## src/rtl/uart_pkg.sv

```systemverilog
`default_nettype none
// ============================================================================
// Module      : uart_pkg
// Description : Shared UART definitions: receiver state encoding, oversampling
//               constants and the three-sample majority vote helper.
// Revision    : 1.0 - initial release
// ============================================================================
package uart_pkg;

  localparam int OVERSAMPLE  = 16;  // ticks per bit
  localparam int DATA_BITS   = 8;   // payload bits per frame
  localparam int TICK_CENTRE = 7;   // tick index of the start-bit centre

  typedef enum logic [2:0] {
    ST_IDLE      = 3'd0,
    ST_START     = 3'd1,
    ST_DATA      = 3'd2,
    ST_PARITY    = 3'd3,
    ST_STOP      = 3'd4,
    ST_WAIT_HIGH = 3'd5
  } rx_state_t;

  // Majority of three samples; rejects a single-tick disturbance on the line.
  function automatic logic maj3(input logic a, input logic b, input logic c);
    return (a & b) | (a & c) | (b & c);
  endfunction

endpackage
`default_nettype wire

```

## src/rtl/uart_receiver_if.sv

```systemverilog
`default_nettype none
// ============================================================================
// Module      : uart_receiver_if
// Description : Bundle of the receiver's serial input, timing strobe, enable
//               and received-byte outputs. master = line/tick source side,
//               slave = the receiver.
// Revision    : 1.0 - initial release
// ============================================================================
interface uart_receiver_if;
  logic       tick;
  logic       RxEn;
  logic       Rx;
  logic [7:0] RxData;
  logic       RxDone;
  logic       FrameErr;
  logic       ParityErr;

  modport master (output tick, RxEn, Rx,
                  input  RxData, RxDone, FrameErr, ParityErr);
  modport slave  (input  tick, RxEn, Rx,
                  output RxData, RxDone, FrameErr, ParityErr);
endinterface
`default_nettype wire

```

## src/rtl/uart_rx_sync.sv

```systemverilog
`default_nettype none
// ============================================================================
// Module      : uart_rx_sync
// Description : Two-flop synchronizer for the asynchronous serial line.
//               Both flops reset to 1 so the line reads idle out of reset.
// Revision    : 1.0 - initial release
// ============================================================================
module uart_rx_sync (
  input  wire logic Clk,
  input  wire logic Reset,
  input  wire logic i_d,
  output logic      o_q
);

  logic r_meta;
  logic r_sync;

  // Two-stage resynchronisation of the raw line into the Clk domain.
  always_ff @(posedge Clk or posedge Reset) begin
    if (Reset) begin
      r_meta <= 1'b1;
      r_sync <= 1'b1;
    end else begin
      r_meta <= i_d;
      r_sync <= r_meta;
    end
  end

  assign o_q = r_sync;

endmodule
`default_nettype wire

```

## src/rtl/uart_receiver.sv

```systemverilog
`default_nettype none
// ============================================================================
// Module      : uart_receiver
// Description : 16x-oversampled UART receive engine (8N1, or 8E1 when the
//               UART_RX_PARITY_EN macro is defined). Each data, parity and
//               stop bit is a majority vote of three consecutive tick samples
//               taken at the bit-period wrap. Outputs are registered pulses.
// Revision    : 1.0 - initial release
// ============================================================================
module uart_receiver
  import uart_pkg::*;
(
  input  wire logic         Clk,
  input  wire logic         Reset,
  uart_receiver_if.slave    bus
);

  logic                 w_rx_s;
  rx_state_t            r_state;
  rx_state_t            w_state_nxt;
  logic [3:0]           r_tcnt;
  logic [3:0]           w_tcnt_nxt;
  logic [2:0]           r_bidx;
  logic [2:0]           w_bidx_nxt;
  logic [DATA_BITS-1:0] r_shift;
  logic [DATA_BITS-1:0] w_shift_nxt;
  logic [DATA_BITS-1:0] r_data;
  logic [DATA_BITS-1:0] w_data_nxt;
  logic [1:0]           r_hist;
  logic                 r_done;
  logic                 w_done_nxt;
  logic                 r_ferr;
  logic                 w_ferr_nxt;
  logic                 w_vote;
  logic                 w_wrap;
`ifdef UART_RX_PARITY_EN
  logic                 r_par;
  logic                 w_par_nxt;
  logic                 r_perr;
  logic                 w_perr_nxt;
`endif

  uart_rx_sync u_rx_sync (
    .Clk   (Clk),
    .Reset (Reset),
    .i_d   (bus.Rx),
    .o_q   (w_rx_s)
  );

  // Vote over the two previous tick samples and the current one; the
  // decision is taken on the tick where the bit counter wraps.
  assign w_vote = maj3(r_hist[1], r_hist[0], w_rx_s);
  assign w_wrap = bus.tick && (r_tcnt == 4'(OVERSAMPLE - 1));

  // State register.
  always_ff @(posedge Clk or posedge Reset) begin
    if (Reset) r_state <= ST_IDLE;
    else       r_state <= w_state_nxt;
  end

  // Tick-sampled history of the synchronized line for the majority vote.
  always_ff @(posedge Clk or posedge Reset) begin
    if (Reset)         r_hist <= 2'b11;
    else if (bus.tick) r_hist <= {r_hist[0], w_rx_s};
  end

  // Next-state, counter, shift-register and output-pulse decode.
  always_comb begin
    w_state_nxt = r_state;
    w_tcnt_nxt  = bus.tick ? (r_tcnt + 4'd1) : r_tcnt;
    w_bidx_nxt  = r_bidx;
    w_shift_nxt = r_shift;
    w_data_nxt  = r_data;
    w_done_nxt  = 1'b0;
    w_ferr_nxt  = 1'b0;
`ifdef UART_RX_PARITY_EN
    w_par_nxt   = r_par;
    w_perr_nxt  = 1'b0;
`endif
    case (r_state)
      ST_IDLE: begin
        w_tcnt_nxt = 4'd0;
        if (bus.tick && bus.RxEn && !w_rx_s) begin
          w_state_nxt = ST_START;
        end
      end
      ST_START: begin
        if (bus.tick && (r_tcnt == 4'(TICK_CENTRE))) begin
          w_tcnt_nxt = 4'd0;
          w_bidx_nxt = 3'd0;
          // A line back high at the centre was only a glitch.
          w_state_nxt = w_rx_s ? ST_IDLE : ST_DATA;
        end
      end
      ST_DATA: begin
        if (w_wrap) begin
          w_shift_nxt = {w_vote, r_shift[DATA_BITS-1:1]};
          w_bidx_nxt  = r_bidx + 3'd1;
          if (r_bidx == 3'(DATA_BITS - 1)) begin
`ifdef UART_RX_PARITY_EN
            w_state_nxt = ST_PARITY;
`else
            w_state_nxt = ST_STOP;
`endif
          end
        end
      end
`ifdef UART_RX_PARITY_EN
      ST_PARITY: begin
        if (w_wrap) begin
          w_par_nxt   = w_vote;
          w_state_nxt = ST_STOP;
        end
      end
`endif
      ST_STOP: begin
        if (w_wrap) begin
          w_data_nxt = r_shift;
`ifdef UART_RX_PARITY_EN
          w_perr_nxt = ^{r_shift, r_par};
`endif
          if (w_vote) begin
            w_done_nxt  = 1'b1;
            w_state_nxt = ST_IDLE;
          end else begin
            w_ferr_nxt  = 1'b1;
            w_state_nxt = ST_WAIT_HIGH;
          end
        end
      end
      ST_WAIT_HIGH: begin
        // Hold off until the line recovers so a break cannot retrigger.
        w_tcnt_nxt = 4'd0;
        if (bus.tick && w_rx_s) w_state_nxt = ST_IDLE;
      end
      default: begin
        w_state_nxt = ST_IDLE;
        w_tcnt_nxt  = 4'd0;
      end
    endcase
  end

  // Datapath registers and registered output pulses.
  always_ff @(posedge Clk or posedge Reset) begin
    if (Reset) begin
      r_tcnt  <= 4'd0;
      r_bidx  <= 3'd0;
      r_shift <= '0;
      r_data  <= '0;
      r_done  <= 1'b0;
      r_ferr  <= 1'b0;
`ifdef UART_RX_PARITY_EN
      r_par   <= 1'b0;
      r_perr  <= 1'b0;
`endif
    end else begin
      r_tcnt  <= w_tcnt_nxt;
      r_bidx  <= w_bidx_nxt;
      r_shift <= w_shift_nxt;
      r_data  <= w_data_nxt;
      r_done  <= w_done_nxt;
      r_ferr  <= w_ferr_nxt;
`ifdef UART_RX_PARITY_EN
      r_par   <= w_par_nxt;
      r_perr  <= w_perr_nxt;
`endif
    end
  end

  assign bus.RxData   = r_data;
  assign bus.RxDone   = r_done;
  assign bus.FrameErr = r_ferr;
`ifdef UART_RX_PARITY_EN
  assign bus.ParityErr = r_perr;
`else
  assign bus.ParityErr = 1'b0;
`endif

endmodule
`default_nettype wire

```

## src/flat_wrapper.sv

```systemverilog
// flat-port wrapper written by rule: the top's interface ports become plain ports
module uart_receiver_flat import uart_pkg::*;
  (Clk, Reset, bus_tick, bus_RxEn, bus_Rx, bus_RxData, bus_RxDone, bus_FrameErr, bus_ParityErr);
  uart_receiver_if bus_i ();
  input  wire logic Clk;
  input  wire logic Reset;
  input wire logic [$bits(bus_i.tick)-1:0] bus_tick;
  input wire logic [$bits(bus_i.RxEn)-1:0] bus_RxEn;
  input wire logic [$bits(bus_i.Rx)-1:0] bus_Rx;
  output wire logic [$bits(bus_i.RxData)-1:0] bus_RxData;
  output wire logic [$bits(bus_i.RxDone)-1:0] bus_RxDone;
  output wire logic [$bits(bus_i.FrameErr)-1:0] bus_FrameErr;
  output wire logic [$bits(bus_i.ParityErr)-1:0] bus_ParityErr;
  assign bus_i.tick = bus_tick;
  assign bus_i.RxEn = bus_RxEn;
  assign bus_i.Rx = bus_Rx;
  assign bus_RxData = bus_i.RxData;
  assign bus_RxDone = bus_i.RxDone;
  assign bus_FrameErr = bus_i.FrameErr;
  assign bus_ParityErr = bus_i.ParityErr;
  uart_receiver u_core (.Clk(Clk), .Reset(Reset), .bus(bus_i));
endmodule
```

## config.mk

```make
export PLATFORM = sky130hd
export DESIGN_NAME = uart_receiver_flat
export DESIGN_NICKNAME = d
export VERILOG_FILES = /design/src/rtl/uart_pkg.sv /design/src/rtl/uart_receiver_if.sv /design/src/rtl/uart_rx_sync.sv /design/src/rtl/uart_receiver.sv /design/src/flat_wrapper.sv
export SDC_FILE = /design/constraint.sdc
export NUM_CORES = 1
export LEC_CHECK = 0
export CAP_MARGIN = 15
export CORE_MARGIN = 2
export CORE_UTILIZATION = 58
export CTS_CLUSTER_DIAMETER = 80
export DETAILED_ROUTE_END_ITERATION = 8
export PLACE_DENSITY = 0.85
export SYNTH_ARGS = -nofsm -noshare
export SYNTH_HDL_FRONTEND = slang
export SYNTH_SLANG_ARGS = --single-unit
```

## constraint.sdc

```tcl
create_clock -name Clk -period 4.6 [get_ports Clk]
set_clock_uncertainty 0.05 [all_clocks]
set_input_delay 0.92 -clock Clk [delete_from_list [all_inputs] [get_ports Clk]]
set_output_delay 0.92 -clock Clk [all_outputs]
set_load 0.02 [all_outputs]
```

==> results of run 1 <==
-- flip-flops by register name (all words and copies together) (netlist names) --
signal	count
u_core.bus.FrameErr	1
u_core.bus.RxData	8
u_core.bus.RxDone	1
u_core.r_bidx	3
u_core.r_hist	2
u_core.r_shift	8
u_core.r_state	3
u_core.r_tcnt	4
u_core.u_rx_sync.o_q	1
u_core.u_rx_sync.r_meta	1
-- metrics by stage --
| stage | total power [mW] | util | area [um2] |
|---|---|---|---|
| detailed placement | 0.4163 | 0.6526 | 1573 |
| global placement | 0.4084 | 0.6526 | 1573 |
| global route | 0.6582 | 0.6973 | 1680 |
| floorplan | 0.3989 | - | 1439 |
| finish | 0.6242 | 0.6973 | 1680 |
| CTS | 0.6262 | 0.6859 | 1653 |
-- worst paths after layout --
path / slack [ns] / end / cells past startpoint / start
min reg2reg: 0.32 / u_core.u_rx_sync.o_q / 0 / u_core.u_rx_sync.r_meta
max: 2.01 / u_core.r_shift[6] / 4 / bus_tick
min: 0.32 / u_core.u_rx_sync.o_q / 0 / u_core.u_rx_sync.r_meta
min in group asynchronous: 0.79 / u_core.r_state[0] / 2 / Reset
max in group asynchronous: 3.20 / u_core.u_rx_sync.o_q / 3 / Reset
max reg2reg: 2.76 / u_core.r_shift[6] / 3 / u_core.r_state[2]
-- logic make-up after synthesis --
group | synth area share
compound gates | 0.06349
xor+xnor | 0.01826
fa+ha+maj | 0.03305
buf+inv | 0.03825
flops | 0.5600
mux | 0.1635
other cells | 0.002606
simple gates | 0.1209
-- routing by layer --
layer,track usage,vias up,routed length [um],share of wire
li1,-,411,-,-
met1,0.2206,432,1015,0.43
met2,0.2846,27,1204,0.50
met3,0.05833,4,120,0.050
met4,0.08974,0,46,0.019
met5,0,-,0,0
-- cell usage in the layout (no fill, tap or decap), types with 2 or more instances in the layout --
cell / synthesis / routed
a211o_1: 2 / 2
inv_1: 3 / 3
clkbuf_4: 0 / 5
dfrtp_1: 28 / 28
and3_1: 3 / 3
xnor2_1: 2 / 2
nand2_1: 3 / 3
o21ai_0: 2 / 2
mux2_2: 12 / 12
nand3b_1: 2 / 2
ha_1: 3 / 3
clkdlybuf4s50_1: 0 / 14
nand3_1: 2 / 2
mux2_4: 6 / 6
nor2_1: 4 / 4
a22o_1: 2 / 2
a21oi_1: 2 / 2
dfstp_2: 4 / 4
-- worst reg2reg max path: stages, from the launching register on --
cell and delay [ns]:
dfrtp_1 0.51, or3b_4 0.46, nor2b_4 0.34, mux2_2 0.38
-- layout make-up --
| cell class | count | area [um2] | area share |
|---|---|---|---|
| flip-flops and latches | 32 | 805.8 | 0.4795 |
| multi-input cells | 65 | 578.1 | 0.3440 |
| repair buffers | 15 | 167.7 | 0.09978 |
| clock inverters | 3 | 42.54 | 0.02532 |
| clock buffers | 5 | 37.54 | 0.02234 |
| well taps | 30 | 37.54 | 0.02234 |
| inverters | 3 | 11.26 | 0.006701 |
-- power by group through the flow --
| stage | clock (mW) | sequential, mW | combinational (mW) |
|---|---|---|---|
| 2_1_floorplan | 0 | 0.322 | 0.0769 |
| 3_3_place_gp | 0 | 0.333 | 0.0755 |
| 3_5_place_dp | 0 | 0.334 | 0.0820 |
| 4_1_cts | 0.214 | 0.329 | 0.0827 |
| 5_1_grt | 0.228 | 0.333 | 0.0970 |
| 6_report | 0.209 | 0.330 | 0.0857 |
==> summary.md, run 1 <==
| Metric | Value |
|---|---|
| Gr usage total | `0.1802` |
| Final period util | `0.5620` |
| Leakage | `0.8174 nW` |
| Syn Inst Count | `105` |
| RSZ-0062 raised after global routing | `no` |
| Slew Limit Fails | `0` |
| Core box area | `0.002410 mm2` |
| Root buffer cell | `clkbuf_4` |
| Critical path's top delay family | `simple AND/OR/NAND/NOR gates` |
| Pwr Density | `371.5 mW/mm2` |
| DP Worst Slack | `1.689 ns` |
| Synth Flop Type | `dfrtp_1` |
| CTS clk-pin slew, worst paths | `0.10 ns` |
| Routed Wire Length | `2387 um` |
| Fin cells | `153` |
| Port buffer count | `14` |
| Ports | `16` |
| Number of vias per cell | `5.712` |
| Setup TNS | `0 ns` |
| Critical Path AT | `2.76 ns` |
| Global route overflow | `0` |
| Hold Fails Final Rpt | `0` |
| Post-synth ARST share | `1.000` |
| Post-synth EDFFs | `0` |
| DRT iter0 DRCs | `12` |
| Worst VDD drop | `0.3248 mV` |
| Placed Cells | `144` |
| Pre-antenna DRT Iters | `6` |
| Longest Clk Path Bufs | `2` |
| Synth cell types | `40` |
| Hold_ws | `0.3247 ns` |
| Seq cells post-synth | `32` |
| WP buf/inv | `1` |
| Crit end category | `flip-flop` |
| Mapped Area | `0.001439 mm2` |
| Internal Pwr Total | `0.4620 mW` |
| Routed WL per cell | `15.60 um` |
| Warnings, synthesis | `0` |
| Vias | `874` |
| CTS tree | `built` |
| Synthesized area per cell | `13.70 um2` |
| PostCTS Resize Cnt | `0` |
| Max-Cap Viols | `0` |
| Die width | `53.81 um` |
| Die ar. | `0.002895 mm2` |
| Top cell type's share of synthesized area | `0.4870` |
| Clk sinks | `32` |
| Worst path max stage delay | `0.72 ns` |
| Combinational power share | `0.137` |
| Worst-path cell chain | `clkdlybuf4s50_1 > and4_1 > nor2b_4 > mux2_2` |
| Sw Ratio | `0.2599` |
| Register share of total power | `0.528` |
| Initial antenna violation count | `0` |
| Vias in the first global route | `792` |
| Fmax | `0.3868 GHz` |
| Largest net degree at the start of global routing | `33` |
| Chip Height | `53.81 um` |
| Setup violators final | `0` |
| Slowest CP cell | `clkdlybuf4s50_1` |
| Cell Rows | `18` |
| Drt drc | `0` |
| Starting Density | `0.5971` |
| Commonest cells post-synth | `dfrtp_1 (28), mux2_2 (12), mux2_4 (6), dfstp_2 (4), nor2_1 (4)` |
| Share of cells above drive strength 1 | `0.3008` |
| Final worst slack | `2.015 ns` |
| Setup Buffers After CTS | `0` |
| Hold crit path type | `reg2reg` |
| Post-DP HPWL | `1621 um` |
| Diode count | `0` |
| Yosys top cell by area | `dfrtp_1` |
| Kind of critical path | `in2reg` |
| CTS Hold Buffers Added | `0` |
| Syn_nets | `113` |
| Largest cells by area after synthesis | `dfrtp_1 (49%), mux2_2 (9.4%), dfstp_2 (7.3%)` |
| NetSw | `0.1622 mW` |
| H-tree levels | `2` |
| CP Launch Type | `input port` |
| Gpl congestion | `0.7789` |
| Clock network fraction of design power | `0.335` |
| Minimum clock period | `2.585 ns` |
| Worst path required time | `4.78 ns` |
| Final #Nets | `130` |
| Sequential fraction of the synthesis area | `0.5600` |
| Layout area overhead | `16.78%` |
| Skew-Pair Late Insertion Delay | `0.33 ns` |
| Post-route ant nets | `0` |
| Run status | `complete, no violations` |
| CTS Buf Count | `5` |
| Max FO, Critical Path | `12` |
| Most frequent cell after synthesis | `dfrtp_1` |
| First-pass GRT wire length | `3539 um` |
| Number of fill cells | `162` |
(Power assumes the default switching activity.)
==> inputs of run 2 (changes only) <==
- CORE_UTILIZATION: 58 -> 49
- PLACE_DENSITY: 0.85 -> 0.77
- clock period: 4.6 -> 2.3 ns (I/O delays scaled with it)
==> run 2 against run 1 <==
Against the previous run:
- combinational power increased by 91%
- first-iteration DRC count increased by 33%
- cell area decreased by 0.74%
- setup slack got worse by 1.6 ns
- sequential power increased by 99%
- die area increased by 17%
- highest routed layer unchanged
==> summary.md, run 2 (synthesis results as in run 1) <==
| Metric | Value |
|---|---|
| Fmax | `0.5447 GHz` |
| Share of cells above drive strength 1 | `0.3228 (was 0.3008)` |
| CP endpoint | `bus_RxData[0] (was u_core.r_shift[6])` |
| Starting Density | `0.5173 (was 0.5971)` |
| Root buffer cell | `clkbuf_4 (unchanged)` |
| CTS clk-pin slew, worst paths | `0.12 ns (was 0.10 ns)` |
| Most frequent cells in the layout | `dfrtp_1 (28), clkdlybuf4s50_1 (14), mux2_2 (12), mux2_4 (6) (was dfrtp_1 (28), clkdlybuf4s50_1 (14), mux2_2 (12), mux2_4 (6), clkbuf_4 (5))` |
| PostCTS Resize Cnt | `0 (unchanged)` |
| Leakage | `0.8245 nW (was 0.8174 nW)` |
| Slew Limit Fails | `0 (unchanged)` |
| Number of fill cells | `245 (was 162)` |
| Critical Path AT | `1.33 ns (was 2.76 ns)` |
| Critical path startpoint | `u_core.bus.RxData[0] (was bus_tick)` |
| WP depth | `1 (was 4)` |
| Hold Fails Final Rpt | `0 (unchanged)` |
| Setup Buffers After CTS | `0 (unchanged)` |
| WP buf/inv | `1 (unchanged)` |
| Total Power | `1.142 mW (was 0.6242 mW)` |
| Combinational power share | `0.144 (was 0.137)` |
| Flop2flop setup slack | `0.50 ns (was 2.76 ns)` |
| Setup violators final | `0 (unchanged)` |
| Finished Cell Area | `0.001668 mm2 (was 0.001680 mm2)` |
| Worst r2r dst | `u_core.r_shift[3] (was u_core.r_shift[6])` |
| Met2 WL post-DR | `1130 um (was 1204 um)` |
| Pwr Density | `684.6 mW/mm2 (was 371.5 mW/mm2)` |
| Vias in the first global route | `894 (was 792)` |
| Placed Cells | `150 (was 144)` |
| CP Launch Type | `flip-flop (was input port)` |
| Chip Height | `58.19 um (was 53.81 um)` |
| Core box area | `0.002781 mm2 (was 0.002410 mm2)` |
| Hold_ws | `0.3100 ns (was 0.3247 ns)` |
| NetSw | `0.3303 mW (was 0.1622 mW)` |
| Final period util | `0.7983` |
| DP Worst Slack | `0.2188 ns (was 1.689 ns)` |
| Kind of critical path | `reg2out (was in2reg)` |
| Crit end category | `primary output (was flip-flop)` |
| Met3 wire length | `85 um (was 120 um)` |
| Final #Nets | `134 (was 130)` |
| Run status | `complete, no violations (unchanged)` |
| Number of vias per cell | `5.576 (was 5.712)` |
| Post-Route M1 WL | `1125 um (was 1015 um)` |
| Routed Wire Length | `2421 um (was 2387 um)` |
| Die ar. | `0.003386 mm2 (was 0.002895 mm2)` |
| First-pass GRT wire length | `4071 um (was 3539 um)` |
| CTS Buf Count | `5 (unchanged)` |
| Drt drc | `0 (unchanged)` |
| H-tree levels | `2 (unchanged)` |
| Worst path required time | `1.79 ns (was 4.78 ns)` |
| Gpl congestion | `0.8665 (was 0.7789)` |
| Sw Ratio | `0.2892 (was 0.2599)` |
| Clock network fraction of design power | `0.281 (was 0.335)` |
| CTS Hold Buffers Added | `0 (unchanged)` |
| Initial antenna violation count | `0 (unchanged)` |
| Minimum clock period | `1.836 ns` |
| Post-DP HPWL | `1675 um (was 1621 um)` |
| CTS tree | `built (unchanged)` |
| Register share of total power | `0.576 (was 0.528)` |
| Critical path's top delay family | `buffers and inverters (was simple AND/OR/NAND/NOR gates)` |
| R2r startpoint | `u_core.r_state[2] (unchanged)` |
| Clk sinks | `32 (unchanged)` |
| Vias | `881 (was 874)` |
| Ports | `16 (unchanged)` |
| Internal Pwr Total | `0.8116 mW (was 0.4620 mW)` |
| Post-route ant nets | `0 (unchanged)` |
| Die width | `58.19 um (was 53.81 um)` |
| Setup TNS | `0 ns (unchanged)` |
| Cell Rows | `19 (was 18)` |
| Largest net degree at the start of global routing | `33 (unchanged)` |
| Port buffer count | `14 (unchanged)` |
| Most common cell after layout, fill and taps aside | `dfrtp_1 (unchanged)` |
| Worst VDD drop | `0.4660 mV (was 0.3248 mV)` |
| Finished Core Util | `0.5996 (was 0.6973)` |
| Reg2reg path depth | `4 (was 3)` |
| Worst-path cell chain | `clkdlybuf4s50_1 (was clkdlybuf4s50_1 > and4_1 > nor2b_4 > mux2_2)` |
| RSZ-0062 raised after global routing | `no (unchanged)` |
| Dpl cell area | `0.001612 mm2 (was 0.001573 mm2)` |
| Max Used Layer | `met4 (unchanged)` |
| DRT iter0 DRCs | `16 (was 12)` |
| Routed WL per cell | `15.32 um (was 15.60 um)` |
| Longest Clk Path Bufs | `2 (unchanged)` |
| Global route overflow | `0 (unchanged)` |
| Max FO, Critical Path | `2 (was 12)` |
| Skew-Pair Late Insertion Delay | `0.35 ns (was 0.33 ns)` |
| Gr usage total | `0.1679 (was 0.1802)` |
| Slowest CP cell | `clkdlybuf4s50_1 (unchanged)` |
| Final worst slack | `0.4640 ns (was 2.015 ns)` |
| Layout area overhead | `15.91% (was 16.78%)` |
| Diode count | `0 (unchanged)` |
| Hold crit path type | `reg2reg (unchanged)` |
| Fin cells | `158 (was 153)` |
| Worst path max stage delay | `0.60 ns (was 0.72 ns)` |
| Max-Cap Viols | `0 (unchanged)` |
| Pre-antenna DRT Iters | `4 (was 6)` |
## run 2: cell count changes in the layout (fill, tap and decap cells not counted), sizes merged
cell,change
buf,+4
clkinvlp,-1
bufinv,-1
clkinv,+2
## run 2: final cells by class
class,instances,area [um2],share of cell area
Clock buffer,5,37.54,0.02251
Clock inverter,3,18.77,0.01125
Inverter,3,11.26,0.006752
Multi-Input combinational cell,65,578.1,0.3466
Sequential cell,32,805.8,0.4831
Tap cell,31,38.79,0.02326
Timing Repair Buffer,19,177.7,0.1065
## run 2: how the worst min path moves through the flow
stage	start	endpoint	cells after the start
global route	u_core.u_rx_sync.r_meta	u_core.u_rx_sync.o_q	0
CTS	u_core.u_rx_sync.r_meta	u_core.u_rx_sync.o_q	0
finish	u_core.u_rx_sync.r_meta	u_core.u_rx_sync.o_q	0
floorplan	u_core.u_rx_sync.r_meta	u_core.u_rx_sync.o_q	0
global placement	u_core.u_rx_sync.r_meta	u_core.u_rx_sync.o_q	0
detailed placement	u_core.u_rx_sync.r_meta	u_core.u_rx_sync.o_q	0
## run 2: metal layers
metal	vias to the layer above	global-route usage
met5	-	0
met4	0	0.1096
met3	10	0.04688
met2	20	0.2484
met1	433	0.2162
li1	418	-
## run 2: power groups by stage
stage	clock (mW)	sequential [mW]	combinational [mW]
2_1_floorplan	0	0.644	0.154
3_3_place_gp	0	0.665	0.153
3_5_place_dp	0	0.668	0.163
4_1_cts	0.330	0.657	0.165
5_1_grt	0.353	0.667	0.189
6_report	0.320	0.658	0.164
==> inputs of run 3 (changes only) <==
- CORE_UTILIZATION: 49 -> 54
- PLACE_DENSITY: 0.77 -> 0.8
- clock period: 2.3 -> 1.9 ns (I/O delays scaled with it)
==> run 3 against run 2 <==
Against the previous run:
- critical path depth grew 5
- first-iteration DRC count shrank 56%
- register-to-register slack lost 0.39 ns
- largest cell class unchanged
- final cell count grew 1.3%
- sequential cell count is the same
- clock power grew 79%
- setup slack lost 0.36 ns
- sequential share of layout area shrank 2.1 points
==> summary.md, run 3 (synthesis results as in run 1) <==
| Metric | Value |
|---|---|
| Worst VDD drop | `0.7714 mV (was 0.4660 mV)` |
| Die width | `55.62 um (was 58.19 um)` |
| Pre-antenna DRT Iters | `4 (unchanged)` |
| Hold_ws | `0.3167 ns (was 0.3100 ns)` |
| CP Launch Type | `flip-flop (unchanged)` |
| Starting Density | `0.5756 (was 0.5173)` |
| Setup TNS | `0 ns (unchanged)` |
| CTS Hold Buffers Added | `0 (unchanged)` |
| Fin cells | `160 (was 158)` |
| Skew-Pair Late Insertion Delay | `0.33 ns (was 0.35 ns)` |
| Setup Buffers After CTS | `0 (unchanged)` |
| Share of cells above drive strength 1 | `0.3462 (was 0.3228)` |
| Post-DP HPWL | `1736 um (was 1675 um)` |
| Slew Limit Fails | `0 (unchanged)` |
| Finished Core Util | `0.6972 (was 0.5996)` |
| Core box area | `0.002500 mm2 (was 0.002781 mm2)` |
| Routed Wire Length | `2366 um (was 2421 um)` |
| Crit end category | `flip-flop (was primary output)` |
| Hold Fails Final Rpt | `0 (unchanged)` |
| CTS clk-pin slew, worst paths | `0.09 ns (was 0.12 ns)` |
| Gr usage total | `0.1786 (was 0.1679)` |
| Dpl cell area | `0.001645 mm2 (was 0.001612 mm2)` |
| Max-Cap Viols | `0 (unchanged)` |
| Port buffer count | `14 (unchanged)` |
| Final #Nets | `137 (was 134)` |
| Initial antenna violation count | `0 (unchanged)` |
| H-tree levels | `2 (unchanged)` |
| Clk sinks | `32 (unchanged)` |
| Finished Cell Area | `0.001743 mm2 (was 0.001668 mm2)` |
| Root buffer cell | `clkbuf_4 (unchanged)` |
| Most common cell after layout, fill and taps aside | `dfrtp_1 (unchanged)` |
| Setup violators final | `0 (unchanged)` |
| Worst path required time | `2.07 ns (was 1.79 ns)` |
| DRT iter0 DRCs | `7 (was 16)` |
| Pwr Density | `908.4 mW/mm2 (was 684.6 mW/mm2)` |
| Number of vias per cell | `5.600 (was 5.576)` |
| Diode count | `0 (unchanged)` |
| Fmax | `0.5576 GHz` |
| Gpl congestion | `0.8129 (was 0.8665)` |
| Minimum clock period | `1.793 ns` |
| Final period util | `0.9439` |
| Routed WL per cell | `14.79 um (was 15.32 um)` |
| CTS Buf Count | `5 (unchanged)` |
| Run status | `complete, no violations (unchanged)` |
| Critical Path AT | `1.96 ns (was 1.33 ns)` |
| Kind of critical path | `reg2reg (was reg2out)` |
| Vias in the first global route | `929 (was 894)` |
| Hold crit path type | `reg2reg (unchanged)` |
| Vias | `896 (was 881)` |
| CTS tree | `built (unchanged)` |
| Number of fill cells | `176 (was 245)` |
| Post-route ant nets | `0 (unchanged)` |
| Die ar. | `0.003094 mm2 (was 0.003386 mm2)` |
| Leakage | `0.8601 nW (was 0.8245 nW)` |
| Global route overflow | `0 (unchanged)` |
| Most frequent cells in the layout | `dfrtp_1 (28), clkdlybuf4s50_1 (14), mux2_2 (12), buf_4 (7), mux2_4 (6) (was dfrtp_1 (28), clkdlybuf4s50_1 (14), mux2_2 (12), mux2_4 (6))` |
| Layout area overhead | `21.13% (was 15.91%)` |
| Ports | `16 (unchanged)` |
| Largest net degree at the start of global routing | `33 (unchanged)` |
| Max FO, Critical Path | `5 (was 2)` |
| First-pass GRT wire length | `4153 um (was 4071 um)` |
| Longest Clk Path Bufs | `2 (unchanged)` |
| Drt drc | `0 (unchanged)` |
| Cell Rows | `18 (was 19)` |
| Placed Cells | `152 (was 150)` |
| Chip Height | `55.62 um (was 58.19 um)` |
| RSZ-0062 raised after global routing | `no (unchanged)` |
run 3: cell types whose count changed in the layout (fill, tap and decap cells not counted), sizes merged:
cell    delta
bufinv     +1
buf        +3
clkinv     -3
clkbuf     +2
run 3: worst paths after layout:
kind,start,to,slack [ns],cells past startpoint
min in group asynchronous,Reset,u_core.bus.RxData[0],0.36,3
worst min-delay path,u_core.u_rx_sync.r_meta,u_core.u_rx_sync.o_q,0.32,0
worst max-delay path,u_core.r_tcnt[0],u_core.r_state[2],0.11,6
worst min register to register,u_core.u_rx_sync.r_meta,u_core.u_rx_sync.o_q,0.32,0
max in group asynchronous,Reset,u_core.u_rx_sync.o_q,1.11,3
worst max register to register,u_core.r_tcnt[0],u_core.r_state[2],0.11,6
run 3: final cells by class:
type / instances / area (um2) / share of cell area
Sequential cell: 32 / 805.8 / 0.4623
Multi-Input combinational cell: 65 / 580.6 / 0.3331
Tap cell: 30 / 37.54 / 0.02154
Clock inverter: 1 / 30.03 / 0.01723
Inverter: 3 / 11.26 / 0.006461
Timing Repair Buffer: 22 / 212.7 / 0.1220
Clock buffer: 7 / 65.06 / 0.03733
run 3: worst max-delay path, stage by stage, from the launching register on:
cell and delay (ns):
dfrtp_1 0.41, ha_1 0.25, and4_1 0.27, nor2b_4 0.16
buf_12 0.12, buf_4 0.14, a211o_1 0.29
run 3: per-stage QoR:
stage / setup WS (ns) / power, mW
4_1_cts: 0.08234 / 1.605
3_3_place_gp: -0.01020 / 1.003
5_1_grt: 0.02711 / 1.672
6_report: 0.1066 / 1.583
2_1_floorplan: 0.2325 / 0.9657
3_5_place_dp: -0.07174 / 1.020
run 3: report_power, final:
group / internal [mW] / total, mW / switching [mW]
clock network: 0.349 / 0.574 / 0.224
logic: 0.117 / 0.225 / 0.109
registers: 0.736 / 0.784 / 0.0485
total: 1.20 / 1.58 / 0.381
run 3: per-layer routing:
metal  track usage  vias to the layer above  share of wire  wire [um]
met4       0.09408                        0          0.026         62
met5             0                        -              0          0
met2        0.2806                       22           0.47       1123
met1        0.2068                      442           0.45       1056
li1              -                      425              -          -
met3       0.07674                        7          0.052        124
run 3: timing repair:
| action | CTS | global route |
|---|---|---|
| gates resized for setup | 0 | 1 |
| hold endpoints to repair | 0 | 0 |
| setup endpoints to repair | 0 | 6 |
